## config.mk

```make
export PLATFORM = sky130hd
export DESIGN_NAME = hazard_ctrl_flat
export DESIGN_NICKNAME = d
export VERILOG_FILES = /design/src/rtl/hazard_pkg.sv /design/src/rtl/hazard_ctrl_if.sv /design/src/rtl/hazard_slot_pipe.sv /design/src/rtl/hazard_ctrl.sv /design/src/flat_wrapper.sv
export SDC_FILE = /design/constraint.sdc
export NUM_CORES = 1
export LEC_CHECK = 0
export CELL_PAD_IN_SITES_DETAIL_PLACEMENT = 1
export CELL_PAD_IN_SITES_GLOBAL_PLACEMENT = 1
export CORE_MARGIN = 2
export CORE_UTILIZATION = 41
export CTS_BUF_LIST = sky130_fd_sc_hd__clkbuf_8
export DETAILED_ROUTE_END_ITERATION = 7
export GPL_ROUTABILITY_DRIVEN = 0
export GPL_TIMING_DRIVEN = 1
export PLACE_DENSITY_LB_ADDON = 0.15
export REMOVE_ABC_BUFFERS = 1
export SYNTH_ARGS = -nofsm -noshare
export SYNTH_HDL_FRONTEND = slang
export SYNTH_SLANG_ARGS = --single-unit
```

## constraint.sdc

```tcl
create_clock -name clock -period 3.8 [get_ports clock]
set_input_delay 0.38 -clock clock [delete_from_list [all_inputs] [get_ports clock]]
set_output_delay 0.38 -clock clock [all_outputs]
set_load 0.01 [all_outputs]
```

## src/rtl/hazard_pkg.sv

```systemverilog
// Shared types and helpers for the SCU pipeline hazard controller.
// Latency: none; this file holds types and a pure match function.
// Backpressure: none.
package hazard_pkg;

  localparam int REG_W = 6;

  // EX operand mux selects.
  typedef enum logic [1:0] {
    FWD_RF    = 2'b00,
    FWD_EXMEM = 2'b01,
    FWD_MEMWB = 2'b10
  } fwd_sel_t;

  typedef enum logic [1:0] {
    RUN   = 2'd0,
    STALL = 2'd1,
    FLUSH = 2'd2
  } hz_state_t;

  // One in-flight instruction as seen by the hazard logic.
  typedef struct packed {
    logic             valid;
    logic [REG_W-1:0] rd;
    logic             wr;
    logic             load;
  } slot_t;

  localparam slot_t SLOT_NONE = '0;

  // A slot produces a value that a source needs; r0 is hardwired and never hazards.
  function automatic logic slot_match(input slot_t s, input logic [REG_W-1:0] src,
                                      input logic used);
    return s.valid && s.wr && used && (s.rd == src) && (s.rd != '0);
  endfunction

endpackage

```

## src/rtl/hazard_ctrl_if.sv

```systemverilog
// Decode-side hazard bundle: ID instruction fields and branch resolve in, hazard controls out.
// Latency: none; wiring only.
// Backpressure: stall from the slave side holds PC and IF/ID on the master side.
interface hazard_ctrl_if
  import hazard_pkg::*;
#(
  parameter int REG_W = hazard_pkg::REG_W
);

  logic             id_valid;
  logic [REG_W-1:0] id_rs;
  logic [REG_W-1:0] id_rt;
  logic             id_rs_used;
  logic             id_rt_used;
  logic [REG_W-1:0] id_rd;
  logic             id_wr;
  logic             id_load;
  logic             br_taken;
  logic             stall;
  logic             bubble;
  logic             flush;
  logic [1:0]       fwd_a;
  logic [1:0]       fwd_b;

  modport master (
    output id_valid, id_rs, id_rt, id_rs_used, id_rt_used, id_rd, id_wr, id_load, br_taken,
    input  stall, bubble, flush, fwd_a, fwd_b
  );

  modport slave (
    input  id_valid, id_rs, id_rt, id_rs_used, id_rt_used, id_rd, id_wr, id_load, br_taken,
    output stall, bubble, flush, fwd_a, fwd_b
  );

endinterface

```

## src/rtl/hazard_slot_pipe.sv

```systemverilog
// Three-slot EX/MEM/WB tracker of instructions issued from decode.
// Latency: an accepted instruction appears in the EX slot 1 cycle later, MEM 2, WB 3.
// Backpressure: ins_bubble loads an invalid entry into EX instead of id_slot.
module hazard_slot_pipe
  import hazard_pkg::*;
(
  input  logic  clock,
  input  logic  reset,
  input  logic  ins_bubble,
  input  slot_t id_slot,
  output slot_t ex_slot,
  output slot_t mem_slot,
  output slot_t wb_slot
);

  // Shift every slot one stage down the pipe each cycle.
  always_ff @(posedge clock) begin
    if (reset) begin
      ex_slot  <= SLOT_NONE;
      mem_slot <= SLOT_NONE;
      wb_slot  <= SLOT_NONE;
    end else begin
      wb_slot  <= mem_slot;
      mem_slot <= ex_slot;
      ex_slot  <= ins_bubble ? SLOT_NONE : id_slot;
    end
  end

endmodule

```

## src/rtl/hazard_ctrl.sv

```systemverilog
// Pipeline hazard controller: stall/bubble/flush for IF/ID and ID/EX, EX forwarding selects.
// Latency: stall/bubble/flush combinational; fwd_a/fwd_b registered, 1 cycle.
// Backpressure: stall holds decode; build option HAZARD_FWD_EN enables forwarding (else stall on any slot match).
module hazard_ctrl
  import hazard_pkg::*;
#(
  parameter int FLUSH_CYCLES = 2,
  parameter int REG_W        = hazard_pkg::REG_W
) (
  input logic          clock,
  input logic          reset,
  hazard_ctrl_if.slave hif
);

  // The branch cycle itself is the first flush cycle, so the counter covers the rest.
  localparam logic [1:0] CNT_LOAD = 2'(FLUSH_CYCLES - 1);

  hz_state_t        state, state_n;
  logic [1:0]       cnt, cnt_n;
  slot_t            id_slot, ex_slot, mem_slot, wb_slot;
  logic [REG_W-1:0] src_a, src_b;
  logic             a_ex, a_mem, b_ex, b_mem;
  logic             hazard, accept;
  logic             stall_c, bubble_c, flush_c;

  assign src_a   = hif.id_rs;
  assign src_b   = hif.id_rt;
  assign id_slot = '{valid: 1'b1, rd: hif.id_rd, wr: hif.id_wr, load: hif.id_load};

  assign a_ex  = hif.id_valid && slot_match(ex_slot,  src_a, hif.id_rs_used);
  assign b_ex  = hif.id_valid && slot_match(ex_slot,  src_b, hif.id_rt_used);
  assign a_mem = hif.id_valid && slot_match(mem_slot, src_a, hif.id_rs_used);
  assign b_mem = hif.id_valid && slot_match(mem_slot, src_b, hif.id_rt_used);

  assign accept = hif.id_valid && !stall_c && !flush_c;

  hazard_slot_pipe u_slots (
    .clock      (clock),
    .reset      (reset),
    .ins_bubble (!accept),
    .id_slot    (id_slot),
    .ex_slot    (ex_slot),
    .mem_slot   (mem_slot),
    .wb_slot    (wb_slot)
  );

`ifdef HAZARD_FWD_EN
  fwd_sel_t fwd_a_q, fwd_b_q;
  logic     unused_bits;

  // With forwarding only a load still in EX cannot supply its result in time.
  assign hazard      = ex_slot.load && (a_ex || b_ex);
  assign unused_bits = ^wb_slot;

  // Capture operand selects, from pre-shift slots, for the instruction moving into ID/EX.
  always_ff @(posedge clock) begin
    if (reset) begin
      fwd_a_q <= FWD_RF;
      fwd_b_q <= FWD_RF;
    end else if (accept) begin
      fwd_a_q <= a_ex ? FWD_EXMEM : (a_mem ? FWD_MEMWB : FWD_RF);
      fwd_b_q <= b_ex ? FWD_EXMEM : (b_mem ? FWD_MEMWB : FWD_RF);
    end else begin
      fwd_a_q <= FWD_RF;
      fwd_b_q <= FWD_RF;
    end
  end

  assign hif.fwd_a = fwd_a_q;
  assign hif.fwd_b = fwd_b_q;
`else
  logic a_wb, b_wb;

  // Without forwarding any producer still in flight blocks the reader until it retires.
  assign a_wb      = hif.id_valid && slot_match(wb_slot, src_a, hif.id_rs_used);
  assign b_wb      = hif.id_valid && slot_match(wb_slot, src_b, hif.id_rt_used);
  assign hazard    = a_ex || b_ex || a_mem || b_mem || a_wb || b_wb;
  assign hif.fwd_a = FWD_RF;
  assign hif.fwd_b = FWD_RF;
`endif

  // FSM state and flush counter register.
  always_ff @(posedge clock) begin
    if (reset) begin
      state <= RUN;
      cnt   <= '0;
    end else begin
      state <= state_n;
      cnt   <= cnt_n;
    end
  end

  // Next state: a taken branch always wins and (re)arms the flush counter.
  always_comb begin
    state_n = state;
    cnt_n   = cnt;
    if (hif.br_taken) begin
      state_n = (FLUSH_CYCLES > 1) ? FLUSH : RUN;
      cnt_n   = CNT_LOAD;
    end else begin
      unique case (state)
        RUN: begin
          if (hazard) state_n = STALL;
        end
        STALL: begin
`ifdef HAZARD_FWD_EN
          state_n = RUN;
`else
          state_n = hazard ? STALL : RUN;
`endif
        end
        FLUSH: begin
          if (cnt <= 2'd1) begin
            state_n = RUN;
            cnt_n   = '0;
          end else begin
            cnt_n = cnt - 2'd1;
          end
        end
        default: begin
          state_n = RUN;
          cnt_n   = '0;
        end
      endcase
    end
  end

  // Outputs: flush masks any stall; either one squashes the ID/EX load.
  always_comb begin
    flush_c  = hif.br_taken || (state == FLUSH);
    stall_c  = hazard && !flush_c;
    bubble_c = stall_c || flush_c;
  end

  assign hif.stall  = stall_c;
  assign hif.bubble = bubble_c;
  assign hif.flush  = flush_c;

endmodule
```

## src/flat_wrapper.sv

```systemverilog
// flat-port wrapper written by rule: the top's interface ports become plain ports
module hazard_ctrl_flat import hazard_pkg::*;
#(
  parameter int FLUSH_CYCLES = 2,
  parameter int REG_W        = hazard_pkg::REG_W
)
  (clock, reset, hif_id_valid, hif_id_rs, hif_id_rt, hif_id_rs_used, hif_id_rt_used, hif_id_rd, hif_id_wr, hif_id_load, hif_br_taken, hif_stall, hif_bubble, hif_flush, hif_fwd_a, hif_fwd_b);
  hazard_ctrl_if #(.REG_W(REG_W)) hif_i ();
  input logic clock;
  input logic reset;
  input wire logic [$bits(hif_i.id_valid)-1:0] hif_id_valid;
  input wire logic [$bits(hif_i.id_rs)-1:0] hif_id_rs;
  input wire logic [$bits(hif_i.id_rt)-1:0] hif_id_rt;
  input wire logic [$bits(hif_i.id_rs_used)-1:0] hif_id_rs_used;
  input wire logic [$bits(hif_i.id_rt_used)-1:0] hif_id_rt_used;
  input wire logic [$bits(hif_i.id_rd)-1:0] hif_id_rd;
  input wire logic [$bits(hif_i.id_wr)-1:0] hif_id_wr;
  input wire logic [$bits(hif_i.id_load)-1:0] hif_id_load;
  input wire logic [$bits(hif_i.br_taken)-1:0] hif_br_taken;
  output wire logic [$bits(hif_i.stall)-1:0] hif_stall;
  output wire logic [$bits(hif_i.bubble)-1:0] hif_bubble;
  output wire logic [$bits(hif_i.flush)-1:0] hif_flush;
  output wire logic [$bits(hif_i.fwd_a)-1:0] hif_fwd_a;
  output wire logic [$bits(hif_i.fwd_b)-1:0] hif_fwd_b;
  assign hif_i.id_valid = hif_id_valid;
  assign hif_i.id_rs = hif_id_rs;
  assign hif_i.id_rt = hif_id_rt;
  assign hif_i.id_rs_used = hif_id_rs_used;
  assign hif_i.id_rt_used = hif_id_rt_used;
  assign hif_i.id_rd = hif_id_rd;
  assign hif_i.id_wr = hif_id_wr;
  assign hif_i.id_load = hif_id_load;
  assign hif_i.br_taken = hif_br_taken;
  assign hif_stall = hif_i.stall;
  assign hif_bubble = hif_i.bubble;
  assign hif_flush = hif_i.flush;
  assign hif_fwd_a = hif_i.fwd_a;
  assign hif_fwd_b = hif_i.fwd_b;
  hazard_ctrl #(.FLUSH_CYCLES(FLUSH_CYCLES), .REG_W(REG_W)) u_core (.clock(clock), .reset(reset), .hif(hif_i));
endmodule
```

==> impl_metrics.toml, run 1 <==
[hold_path]
worstHoldPathCells = 1
hp-start = "u_core.u_slots.ex_slot[1]"
holdPathEnd = "u_core.u_slots.mem_slot[1]"
hold_class = "register to register"

[cts]
hold_buffers = 0
clockBufferDepth = 2
cts_setup_buffers = 0
clock-root-buffer = "clkbuf_8"
htreeDepth = 1
clock-sinks = 28
clkLatencyLatePin_ns = 0.27
clkTransAtPathRegs_ns = 0.09
cts_buffers = 3
cts_tree = "done"
cts-resized-gates = 0

[worst_setup_path]
arrival_ns = 2.65
max_stage_delay_ns = 0.53
r2r_cells = 5
r2r_start = "u_core.u_slots.mem_slot[4]"
worstPathCellList = "clkdlybuf4s50_1 > xor2_1 > nor4_1 > nand4_1 > a21oi_2 > o31ai_1 > nor2_1 > clkdlybuf4s50_1"
path_common_cell = "clkdlybuf4s50_1"
r2r_slack_ns = 1.94
required_ns = 3.42
reg2reg_to = "u_core.u_slots.ex_slot[3]"
startpoint_type = "input pin"
endpoint_kind = "output pin"
path_max_fanout = 3
crit_type = "input pin to output pin"
worst_path_max_delay_cell = "clkdlybuf4s50_1"

[cells_and_area]
regArea_sq_um = 561
finalNonFillerCells = 224
multi_input_area_sq_um = 816
antenna_cells = 0
fill_cells = 393
final_nets = 205
area_growth_pct = 25.3
final_layout_size_suffix_gt1_frac = 0.0674

[logic_synthesis]
ys_warn_count = 0
synth_edf_count = 0
synth_seq_area_share = 0.398
async_reset_ff_frac = 0
yosys-top-cells-area = "dfxtp_1 40%, xor2_1 15%, xnor2_1 7.5%"
avgSynthCellArea_sq_um = 9.40
synth_top_area_cell = "dfxtp_1"
syn_area_sq_um = 1410
synthDistinctLibCells = 30
netlist_instances = 150
yosys_register_bits = 28
synth_top_area_frac = 0.398
ys.flop_type = "dfxtp_1"

[timing]
holdWs_ns = 0.489
fin_tns_setup_ns = 0
tightestPinTransition_ns = 0.727
finalCritPeriodShare = 0.799
fin_skew_ns = 0.00325
maxSlewHeadroom = 0.514
setup_viol = 0
hold_viol = 0
post-route-min-period_ns = 3.03
slew_viol_final = 0
rsz0062_at_grt = "no"
max_freq_mhz = 330

[routing]
vias_per_cell = 5.06
antenna_left = 0
vias = 1134
drt_iter0_markers = 22
wl_microns = 3380
wl_per_cell_microns = 15.1
dr.pass1.iters = 2
drc = 0

[pwr]
intPower_mw = 0.435
p_leak_nw = 0.675
p_comb_frac = 0.142
p_clk_frac = 0.318
p_seq_frac = 0.540
power_mw = 0.563
switchingPower_mw = 0.128
irDropWorstVdd_uv = 202
powerDensity_nw_per_um2 = 319
switching_share = 0.227

[flow_run]
maxCapViolCount = 0

[place]
dpl.cell_count = 220
port_buffers = 27
dp_hpwl_microns = 2730

[floorplan]
ios = 33
die_area_sq_um = 3920
num_rows = 21
dieWidth_microns = 62.6
die_h_microns = 62.6
start_util = 0.426
core-area_sq_um = 3310

[grt]
grt_pass1_vias = 1170
track_usage = 0.182
antenna_found_initial = 0
grt_pass1_wl_microns = 5510
grt_max_degree = 21
globalRoute.totalOverflow = 0

[run_status]
status = "completed"
cells in the final DEF, fill, tap and decap left out:
| cell | count |
|---|---|
| nand3_1 | 8 |
| and2_1 | 7 |
| nor3_1 | 6 |
| nand2b_1 | 1 |
| o31ai_1 | 1 |
| nor2_1 | 8 |
| and3_1 | 1 |
| clkbuf_8 | 4 |
| or3b_2 | 1 |
| xor2_1 | 24 |
| a31oi_1 | 1 |
| nand2_1 | 2 |
| o21ai_0 | 1 |
| clkdlybuf4s50_1 | 27 |
| nor4_4 | 1 |
| a21o_1 | 1 |
| nor4_1 | 6 |
| nor4bb_1 | 1 |
| or4_4 | 1 |
| nor2b_1 | 16 |
| a21oi_2 | 2 |
| nor3_2 | 3 |
| or4_1 | 2 |
| inv_1 | 2 |
| nand4_1 | 4 |
| xnor2_1 | 12 |
| and4_1 | 1 |
| a21oi_1 | 2 |
| conb_1 | 4 |
| dfxtp_1 | 28 |
flip-flops by register name, indices dropped and copies added, names as in the netlist:
name                     cells
u_core.cnt                   2
u_core.state                 2
u_core.u_slots.ex_slot       8
u_core.u_slots.mem_slot      8
u_core.u_slots.wb_slot       8
layout make-up:
type | count | share of cell area
Sequential cell | 28 | 0.317
Clock buffer | 4 | 0.0312
Multi-Input combinational cell | 117 | 0.462
Timing Repair Buffer | 27 | 0.153
Inverter | 2 | 0.00425
Tap cell | 46 | 0.0326
worst max-delay path by stage:
stage	start	endpoint	slack, ns	depth (start not counted)
after global routing	hif_id_rt[5]	hif_stall	0.63	8
after global placement	hif_id_rt[5]	hif_stall	0.78	8
final	hif_id_rt[5]	hif_stall	0.77	8
after CTS	hif_id_rt[5]	hif_stall	0.73	8
after detailed placement	hif_id_rt[5]	hif_stall	0.73	8
after floorplan	u_core.u_slots.wb_slot[4]	hif_bubble	1.96	5
kinds of logic (layout without fill, tap and decap cells):
family / Yosys count / count (layout) / share of synthesized area
simple gates: 69 / 69 / 0.306
xor+xnor: 36 / 36 / 0.224
flops: 28 / 28 / 0.398
compound gates: 8 / 8 / 0.0382
buf+inv: 8 / 33 / 0.0319
other cells: 1 / 4 / 0.00266
Yosys cell counts, drive strengths merged (2+ instances only):
master,number
a21oi,4
and2,7
buf,4
clkbuf,2
dfxtp,28
inv,2
nand2,2
nand3,8
nand4,4
nor2,8
nor2b,16
nor3,9
nor4,7
or4,3
xnor2,12
xor2,24
worst max-delay path: cells and delay by family:
kind,cells,cell delay [ns]
compound gates,2,0.43
buf+inv,2,1.03
simple gates,3,0.61
xor+xnor,1,0.20
power by group through the flow:
stage / clock (mW) / combinational, mW / sequential [mW]
global placement: 0 / 0.0773 / 0.311
finish: 0.179 / 0.0799 / 0.304
global route: 0.201 / 0.0871 / 0.305
CTS: 0.187 / 0.0806 / 0.305
floorplan: 0 / 0.0347 / 0.310
detailed placement: 0 / 0.0796 / 0.311
routing by layer:
layer,up-vias,global-route usage,wire [microns]
met4,0,0.0500,31
li1,557,-,-
met1,547,0.213,1450
met5,-,0,0
met2,26,0.332,1750
met3,4,0.0414,149
stage by stage:
| step | area, sq um | util | worst slack [ns] |
|---|---|---|---|
| after floorplan | 1380 | - | 1.96 |
| after global placement | 1710 | 0.517 | 0.782 |
| after detailed placement | 1710 | 0.517 | 0.733 |
| after CTS | 1770 | 0.534 | 0.727 |
| after global routing | 1770 | 0.534 | 0.634 |
| final | 1770 | 0.534 | 0.766 |
(Power assumes the default switching activity.)
==> inputs of run 2 (changes only) <==
Settings changed: CORE_UTILIZATION 41 to 35.
Clock period 3.8 ns to 2.5 ns, I/O delays scaled along.
==> run 2 against run 1 <==
Non-clock buffer count up 27. Cell area up 17%. Global-route usage grew 1.2 points. Clock skew shrank 0.0013 ns. Hold slack improved by 0.0015 ns. Sequential cell count unchanged. Sequential share of layout area decreased by 4.2 points. Register-to-register slack worse by 1.8 ns. Via count up 7.5%. Critical endpoint is now hif_bubble. Largest cell class unchanged. Largest power group unchanged.
==> impl_metrics.toml, run 2 (synthesis results as in run 1) <==
[routing]
dr.pass1.iters = 4
antenna_left = 0
vias_per_cell = 4.78
drc = 0
wl_microns = 4200
vias = 1219
drt_iter0_markers = 44
wl_per_cell_microns = 16.5

[cells_and_area]
reg.largest.list = "u_core.u_slots.ex_slot (8), u_core.u_slots.mem_slot (8), u_core.u_slots.wb_slot (8)"
final_common_cell = "buf_4"
area_growth_pct = 47.2
antenna_cells = 0
fill_cells = 436
finalNonFillerCells = 255
layout_common_cells = "27 x buf_4, 24 x xor2_1, 24 x dfxtp_1"
multi_input_area_sq_um = 897
final_nets = 232
regArea_sq_um = 571
final_layout_size_suffix_gt1_frac = 0.263

[cts]
clkTransAtPathRegs_ns = 0.09
htreeDepth = 1
clock-root-buffer = "clkbuf_8"
cts_tree = "done"
cts_buffers = 3
clockBufferDepth = 2
clock-sinks = 28
clkLatencyLatePin_ns = 0.27
hold_buffers = 0

[floorplan]
die_area_sq_um = 4550
start_util = 0.358
dieWidth_microns = 67.5
ios = 33
die_h_microns = 67.5
num_rows = 23
core-area_sq_um = 3940

[place]
port_buffers = 27
dpl.cell_count = 237
dp_hpwl_microns = 2920

[grt]
grt_pass1_vias = 1344
globalRoute.totalOverflow = 0
antenna_found_initial = 0
grt_pass1_wl_microns = 6350
busiest_layer = "met2"
track_usage = 0.194
gr-usage-met1 = 0.227
use_met3 = 0.0300
grt_max_degree = 20
met2_usage = 0.357

[timing]
setup_viol = 0
slew_viol_final = 0
fin_skew_ns = 0.00200
finalCritPeriodShare = 0.966
max_freq_mhz = 414
holdWs_ns = 0.491
post-route-min-period_ns = 2.42
hold_viol = 0

[hold_path]
hold_class = "register to register"
holdPathEnd = "u_core.u_slots.wb_slot[8]"
hp-start = "u_core.u_slots.mem_slot[8]"
worstHoldPathCells = 1

[worst_setup_path]
reg2reg_to = "u_core.state[0]"
path_max_fanout = 3
crit_type = "register to output pin"
arrival_ns = 2.17
endpoint_kind = "output pin"
r2r_start = "u_core.u_slots.mem_slot[5]"
required_ns = 2.25
r2r_cells = 14
startpoint_type = "register"
r2r_slack_ns = 0.15

[pwr]
power_mw = 0.973
p_leak_nw = 0.841
powerDensity_nw_per_um2 = 469
irDropWorstVdd_uv = 265

[flow_run]
maxCapViolCount = 0

[run_status]
status = "completed"
run 2: cell count changes in the layout (fill, tap and decap cells not counted), sizes merged:
| cell | previous run | this run |
|---|---|---|
| clkdlybuf4s50 | 27 | 19 |
| dlygate4sd2 | 0 | 5 |
| bufinv | 0 | 1 |
| dlymetal6s2s | 0 | 2 |
| buf | 0 | 27 |
run 2: repair_timing:
item,in CTS,in global routing
pin swaps,5,13
setup endpoints to repair,2,2
resized for setup,15,15
setup buffers,12,4
run 2: where the power goes:
| group | leakage (nW) | switching (mW) | internal [mW] | total [mW] |
|---|---|---|---|---|
| registers | 0.230 | 0.00897 | 0.452 | 0.461 |
| logic | 0.575 | 0.0701 | 0.0891 | 0.159 |
| clock network | 0.0357 | 0.138 | 0.214 | 0.352 |
| total | 0.841 | 0.217 | 0.756 | 0.973 |
run 2: cell type report:
class	count	area share
Timing Repair Buffer	54	0.225
Clock buffer	3	0.0199
Clock inverter	1	0.0145
Sequential cell	28	0.275
Multi-Input combinational cell	117	0.432
Inverter	2	0.00362
Tap cell	50	0.0301
run 2: metal layers:
| metal | part of all wire | vias to the layer above | routed length (microns) |
|---|---|---|---|
| li1 | - | 613 | - |
| met1 | 0.43 | 577 | 1820 |
| met2 | 0.52 | 25 | 2200 |
| met3 | 0.031 | 4 | 132 |
| met4 | 0.011 | 0 | 46 |
| met5 | 0 | - | 0 |
run 2: through the flow:
stage / worst slack [ns] / TNS, ns / utilization / cell area [sq um]
2_1_floorplan: 0.790 / 0 / - / 1380
3_3_place_gp: -0.148 / -0.273 / 0.460 / 1810
3_5_place_dp: -0.211 / -0.394 / 0.460 / 1810
4_1_cts: 0.00145 / 0 / 0.508 / 2000
5_1_grt: -0.0248 / -0.0347 / 0.527 / 2080
6_report: 0.0845 / 0 / 0.527 / 2080
run 2: worst max-delay path by stage:
| stage | startpoint | to | slack [ns] | depth (start not counted) |
|---|---|---|---|---|
| 6_report | u_core.u_slots.mem_slot[5] | hif_bubble | 0.08 | 7 |
| 3_3_place_gp | hif_id_rs[5] | hif_stall | -0.15 | 8 |
| 5_1_grt | u_core.u_slots.mem_slot[5] | hif_bubble | -0.02 | 7 |
| 4_1_cts | u_core.u_slots.mem_slot[7] | u_core.state[0] | 0.001 | 16 |
| 3_5_place_dp | hif_id_rt[5] | hif_stall | -0.21 | 8 |
| 2_1_floorplan | u_core.u_slots.wb_slot[4] | hif_bubble | 0.79 | 5 |
run 2: critical path, cell delays in order, from the launching register on:
cell and delay [ns]:
dfxtp_4 0.36, or4_4 0.57, nor3_4 0.16, buf_4 0.15, a21oi_4 0.05, o31ai_4 0.25
nand2b_1 0.07, dlygate4sd2_1 0.28
==> inputs of run 3 (changes only) <==
Settings changed: GPL_TIMING_DRIVEN 1 to default.
==> results of run 3 <==
Final layout, timing and power as in run 2 (identical DEF).
